<file path="src/rtl/btb_pkg.sv">
// Shared helpers for the set-associative BTB: tree pseudo-LRU victim/touch functions.
// PLRU trees use heap order: node n has children 2n+1 (lower ways) and 2n+2 (upper ways).
package btb_pkg;

  localparam int PLRU_MAX_W = 7;
  localparam int WAY_MAX_W  = 3;

  function automatic int plru_levels(input int ways);
    return (ways >= 8) ? 3 : (ways >= 4) ? 2 : (ways >= 2) ? 1 : 0;
  endfunction

  function automatic logic [WAY_MAX_W-1:0] plru_victim(input logic [PLRU_MAX_W-1:0] bits,
                                                       input int ways);
    int node;
    int lv;
    node = 0;
    lv   = plru_levels(ways);
    for (int l = 0; l < WAY_MAX_W; l++) begin
      if (l < lv) node = 2 * node + 1 + int'(bits[node[2:0]]);
    end
    return WAY_MAX_W'(node - (ways - 1));
  endfunction

  // Each bit on the path is set to point at the sibling subtree of the touched way.
  function automatic logic [PLRU_MAX_W-1:0] plru_touch(input logic [PLRU_MAX_W-1:0] bits,
                                                       input logic [WAY_MAX_W-1:0] way,
                                                       input int ways);
    logic [PLRU_MAX_W-1:0] r;
    logic [WAY_MAX_W-1:0]  sh;
    int node;
    int lv;
    r    = bits;
    node = 0;
    lv   = plru_levels(ways);
    for (int l = 0; l < WAY_MAX_W; l++) begin
      if (l < lv) begin
        sh = way >> (lv - 1 - l);
        r[node[2:0]] = ~sh[0];
        node = 2 * node + 1 + int'(sh[0]);
      end
    end
    return r;
  endfunction

endpackage

</file>
<file path="src/rtl/btb_assoc_plru.sv">
// Per-set tree pseudo-LRU state; touch A (lookup) is applied before touch B (update),
// so B wins on any shared tree bits. WAYS=1 keeps no state.
module btb_plru
  import btb_pkg::*;
#(
  parameter int WAYS = 2,
  localparam int WAY_W = (WAYS > 1) ? $clog2(WAYS) : 1
) (
  input  logic             clk,
  input  logic             rst,
  input  logic             touch_a_en,
  input  logic [WAY_W-1:0] touch_a_way,
  input  logic             touch_b_en,
  input  logic [WAY_W-1:0] touch_b_way,
  output logic [WAY_W-1:0] victim
);

  if (WAYS == 1) begin : g_dm
    logic unused_in;
    assign unused_in = ^{clk, rst, touch_a_en, touch_a_way, touch_b_en, touch_b_way};
    assign victim    = '0;
  end else begin : g_tree
    logic [WAYS-2:0]       bits;
    logic [PLRU_MAX_W-1:0] nxt;
    logic [WAY_MAX_W-1:0]  vic;
    logic                  unused_hi;

    always_comb begin
      nxt = PLRU_MAX_W'(bits);
      if (touch_a_en) nxt = plru_touch(nxt, WAY_MAX_W'(touch_a_way), WAYS);
      if (touch_b_en) nxt = plru_touch(nxt, WAY_MAX_W'(touch_b_way), WAYS);
    end

    always_ff @(posedge clk) begin
      if (rst) bits <= '0;
      else     bits <= nxt[WAYS-2:0];
    end

    assign vic       = plru_victim(PLRU_MAX_W'(bits), WAYS);
    assign victim    = vic[WAY_W-1:0];
    assign unused_hi = ^{vic, nxt};
  end

endmodule

</file>
<file path="src/rtl/btb_assoc.sv">
// Set-associative BTB with combinational lookup, update-to-lookup bypass, tree PLRU and flush.
// Optional counters (stat_lookups/hits/evictions) built when BTB_ASSOC_STATS_EN is defined.
module btb_assoc
  import btb_pkg::*;
#(
  parameter int PC_W  = 32,
  parameter int IDX_W = 3,
  parameter int WAYS  = 2
) (
  input  logic            clk,
  input  logic            rst,
  input  logic            flush,
  input  logic            lk_valid,
  input  logic [PC_W-1:0] lk_pc,
  output logic            lk_hit,
  output logic [PC_W-1:0] lk_target,
  input  logic            upd_valid,
  input  logic [PC_W-1:0] upd_pc,
  input  logic [PC_W-1:0] upd_target
`ifdef BTB_ASSOC_STATS_EN
  ,
  output logic [31:0]     stat_lookups,
  output logic [31:0]     stat_hits,
  output logic [31:0]     stat_evictions
`endif
);

  localparam int TAG_W = PC_W - IDX_W - 2;
  localparam int SETS  = 2 ** IDX_W;
  localparam int WAY_W = (WAYS > 1) ? $clog2(WAYS) : 1;

  typedef struct packed {
    logic             valid;
    logic [TAG_W-1:0] tag;
    logic [PC_W-1:0]  target;
  } btb_entry_t;

  btb_entry_t mem [SETS][WAYS];

  logic [IDX_W-1:0] lk_set, upd_set;
  logic [TAG_W-1:0] lk_tag, upd_tag;
  logic             unused_lo;

  assign lk_set    = lk_pc[IDX_W+1:2];
  assign lk_tag    = lk_pc[PC_W-1:IDX_W+2];
  assign upd_set   = upd_pc[IDX_W+1:2];
  assign upd_tag   = upd_pc[PC_W-1:IDX_W+2];
  assign unused_lo = ^{lk_pc[1:0], upd_pc[1:0]};

  logic             arr_hit, bypass;
  logic [WAY_W-1:0] arr_way;
  logic [PC_W-1:0]  arr_tgt;

  always_comb begin
    arr_hit = 1'b0;
    arr_way = '0;
    arr_tgt = '0;
    for (int w = 0; w < WAYS; w++) begin
      if (mem[lk_set][w].valid && mem[lk_set][w].tag == lk_tag) begin
        arr_hit = 1'b1;
        arr_way = WAY_W'(w);
        arr_tgt = mem[lk_set][w].target;
      end
    end
  end

  assign bypass    = upd_valid && upd_set == lk_set && upd_tag == lk_tag;
  assign lk_hit    = !rst && lk_valid && (bypass || arr_hit);
  assign lk_target = !lk_hit ? '0 : (bypass ? upd_target : arr_tgt);

  logic             upd_match, has_inv, evict;
  logic [WAY_W-1:0] match_way, inv_way, upd_way;
  logic [WAY_W-1:0] victims [SETS];

  always_comb begin
    upd_match = 1'b0;
    match_way = '0;
    has_inv   = 1'b0;
    inv_way   = '0;
    for (int w = 0; w < WAYS; w++) begin
      if (mem[upd_set][w].valid && mem[upd_set][w].tag == upd_tag) begin
        upd_match = 1'b1;
        match_way = WAY_W'(w);
      end
      if (!mem[upd_set][w].valid && !has_inv) begin
        has_inv = 1'b1;
        inv_way = WAY_W'(w);
      end
    end
  end

  assign upd_way = upd_match ? match_way : (has_inv ? inv_way : victims[upd_set]);
  assign evict   = upd_valid && !upd_match && !has_inv;

  // A flush-cycle update still lands in storage, but its valid bit follows the flush.
  always_ff @(posedge clk) begin
    if (rst) begin
      for (int s = 0; s < SETS; s++)
        for (int w = 0; w < WAYS; w++) mem[s][w] <= '0;
    end else begin
      if (flush) begin
        for (int s = 0; s < SETS; s++)
          for (int w = 0; w < WAYS; w++) mem[s][w].valid <= 1'b0;
      end
      if (upd_valid) mem[upd_set][upd_way] <= {!flush, upd_tag, upd_target};
    end
  end

  for (genvar s = 0; s < SETS; s++) begin : g_set
    btb_plru #(.WAYS(WAYS)) u_plru (
      .clk         (clk),
      .rst         (rst),
      .touch_a_en  (lk_valid && arr_hit && lk_set == IDX_W'(s)),
      .touch_a_way (arr_way),
      .touch_b_en  (upd_valid && upd_set == IDX_W'(s)),
      .touch_b_way (upd_way),
      .victim      (victims[s])
    );
  end

`ifdef BTB_ASSOC_STATS_EN
  always_ff @(posedge clk) begin
    if (rst) begin
      stat_lookups   <= '0;
      stat_hits      <= '0;
      stat_evictions <= '0;
    end else begin
      if (lk_valid) stat_lookups   <= stat_lookups + 32'd1;
      if (lk_hit)   stat_hits      <= stat_hits + 32'd1;
      if (evict)    stat_evictions <= stat_evictions + 32'd1;
    end
  end
`endif

endmodule

</file>
<file path="config.mk">
export PLATFORM = sky130hd
export DESIGN_NAME = btb_assoc
export DESIGN_NICKNAME = d
export VERILOG_FILES = /design/src/rtl/btb_pkg.sv /design/src/rtl/btb_assoc_plru.sv /design/src/rtl/btb_assoc.sv
export SDC_FILE = /design/constraint.sdc
export NUM_CORES = 2
export LEC_CHECK = 0
export ABC_CLOCK_PERIOD_IN_PS = 6000
export CAP_MARGIN = 40
export CORE_MARGIN = 3
export CORE_UTILIZATION = 30
export CTS_BUF_LIST = sky130_fd_sc_hd__clkbuf_4 sky130_fd_sc_hd__clkbuf_8
export DETAILED_ROUTE_END_ITERATION = 7
export DONT_BUFFER_PORTS = 1
export SETUP_SLACK_MARGIN = 0.05
export SLEW_MARGIN = 15
export SYNTH_ARGS = -nofsm -noshare
export SYNTH_HDL_FRONTEND = slang
export SYNTH_HIERARCHICAL = 1
export SYNTH_SLANG_ARGS = --single-unit
</file>
<file path="constraint.sdc">
create_clock -name clk -period 6 [get_ports clk]
set_clock_uncertainty 0.1 [all_clocks]
set_input_delay 0.3 -clock clk [delete_from_list [all_inputs] [get_ports clk]]
set_output_delay 0.3 -clock clk [all_outputs]
set_load 0.02 [all_outputs]
</file>
==> summary.txt <==
outcome -> completed
DRT Wirelength -> 172000 um
initial antenna violation count -> 13
Routed WL per cell -> 29.3 um
RSZ-0062 raised after global routing -> false
RR Endpoint -> g_set[1].u_plru/g_tree.bits
post-cts gate resize count -> 0
IO Port Bufs -> 0
static leakage power -> 22.9 nW
Avg Inst Size Synth -> 13.9 um2
Final WS setup -> 0.282 ns
Synth top area share -> 0.572
Setup crit end kind -> flip-flop
crit path launch -> lk_pc[3]
Buf/Inv on CP -> 2
DP HPWL -> 91700 um
final core occ -> 0.342
GRT Total Usage -> 0.193
Area growth, synth to finish -> 12.5%
Initial Util -> 0.304
Chip Width -> 416 um
Commonest cells post-synth -> edfxtp_1 (960), and3_1 (935), mux4_2 (293)
CTS Sinks -> 968
final hold vios -> 0
Final Cycle Share -> 0.953
max cap viols -> 0
pre-CTS worst setup slack -> 1.06 ns
max incr delay on CP -> 1.15 ns
CTS clk-pin slew, worst paths -> 0.06 ns
Inst Count DP -> 5488
Post-CTS Setup Bufs -> 0
htree depth -> 4
FF-to-FF path depth -> 12
yosys warns -> 6
post-synthesis sequential area ratio -> 0.575
power density over the cells -> 268 nW/um2
predominant post-synthesis flop cell -> edfxtp_1
critical path's top delay family -> simple AND/OR/NAND/NOR gates
FFs w/ async S/R, synth -> 0
crit path max-delay cell type -> nand2_1
core area -> 166000 um2
clock latency on the worst-skew pair -> 0.88 ns
Setup crit start kind -> input pin
Mapped Area -> 50400 um2
largest net degree at the start of global routing -> 288
DRC violations left -> 0
row count -> 149
routability congestion estimate -> 0.836
Finished Cell Area -> 56700 um2
number of enable-type register cells in the synthesized netlist -> 960
die area -> 173000 um2
number of synthesized register bits -> 968
Area contributors post-synth -> edfxtp_1 (57%), mux4_2 (13%), and3_1 (12%), mux2i_1 (2.1%), clkbuf_1 (1.9%)
worst-path fanout max -> 287
R2R setup slack -> 0.80 ns
Setup violations, final -> 0
nets -> 3653
Power Total -> 15.2 mW
most common cell in the netlist -> edfxtp_1
routed vias/inst -> 5.72
Worst Path Arrival -> 6.43 ns
Synth Instances -> 3633
TritonCTS clock tree -> yes
root buffer cell -> clkbuf_8
Die H -> 416 um
Levels on crit path -> 12
Vias -> 33617
hold buffers post-CTS -> 82
fin crit period -> 5.72 ns
Hold Crit Class -> in2reg
fmax -> 175 MHz
CTS buffer count -> 166
first-pass GRT wire length -> 247000 um
gr ovfl total -> 0
ANT nets after route -> 0
# IOs -> 134
worst path required time -> 6.71 ns
fin cells -> 5875
crit-path cells -> nand2_1 > o22ai_1 > a211oi_1 > xnor2_1 > nand4_1 > nor4_4 > a22oi_1 > nor4_1 > dlygate4sd3_1 > nor2_1 > o41ai_1 > dlygate4sd3_1
layout cell share with drive strength beyond 1 -> 0.211
actual slew at the worst max-slew pin -> 1.20 ns
syn_nets -> 3734
post-synth cell types -> 65
Critical Path End -> g_set[1].u_plru/g_tree.bits
most used cell, CP -> dlygate4sd3_1
Slew Limit Fails -> 0
Max VDD drop -> 0.140 mV
Min Hold Slack -> 0.117 ns
vias in the first global route -> 33193
setup_tns -> 0 ns
Max Root-Sink Buffers -> 3
slew margin rel. -> 0.197
Initial DRC Count -> 4278
drt first pass iters -> 7
critical setup path kind -> in2reg
Critical R2R Launch -> mem[4][114]
post-synth top area cell -> edfxtp_1
Cell Area, Placed -> 52700 um2
==> sequential cells by signal (all words and copies together) (netlist names) <==
| name | count |
|---|---|
| mem | 960 |
| g_set.u_plru/g_tree.bits | 8 |
==> cell type report <==
cell class	instances	area [um2]
fillers	15977	109000
repair buffers	209	2290
well taps	2189	2740
inverters	7	36.3
flip-flops and latches	968	29000
multi-input cells	2200	19500
diodes	10	25.0
clock inverters	69	434
clock buffers	223	2730
==> cell usage in the layout, fill, tap and decap left out, drive strengths merged, types with 9 or more instances in the layout <==
cell         instances
nand4               21
nor3                45
nor4                24
and2                10
o21ai               23
dlygate4sd3         82
a21o                16
nand3               11
a32oi               32
a211oi              56
o22ai               41
inv                 15
clkinv              56
diode               10
nand2b              12
mux2i              106
edfxtp             960
nand2              216
nor2                36
xnor2               78
mux4               293
xor2                56
nor2b               16
and3               935
a22oi               10
clkbuf             223
mux2                53
o2111ai             34
o32ai                9
a21oi               11
buf                127
==> power breakdown <==
part           total (mW)  leakage (nW)  internal (mW)  switching, mW
sequential           7.81          9.98           7.71          0.101
clock                5.84          1.67           3.02           2.82
combinational        1.57          11.2          0.629          0.942
==> routing by layer <==
metal	up-vias	routed length [um]	GRT usage
met5	-	0	0
li1	14165	-	-
met4	0	7370	0.0816
met1	17197	67100	0.257
met2	1913	81500	0.310
met3	342	16400	0.0357
==> kinds of logic (layout without fill, tap and decap cells) <==
logic type      after synthesis  count (layout)  share of synthesized area
mux                         452             452                      0.164
other cells                   0              10                          0
flops                       968             968                      0.575
buf+inv                     465             508                     0.0431
compound gates              263             263                     0.0395
simple gates               1351            1351                      0.156
xor+xnor                    134             134                     0.0233
==> worst min path at each step <==
stage / start / to / slack [ns] / cells past startpoint
2_1_floorplan: rst / g_set[0].u_plru/g_tree.bits / 0.30 / 1
3_3_place_gp: rst / g_set[2].u_plru/g_tree.bits / 0.32 / 1
3_5_place_dp: rst / g_set[0].u_plru/g_tree.bits / 0.32 / 1
4_1_cts: upd_pc[3] / mem[0][106] / 0.01 / 2
5_1_grt: upd_pc[2] / mem[0][106] / 0.05 / 2
6_report: upd_pc[2] / mem[0][106] / 0.12 / 2
No activity file was read; power rests on OpenSTA's default activity.
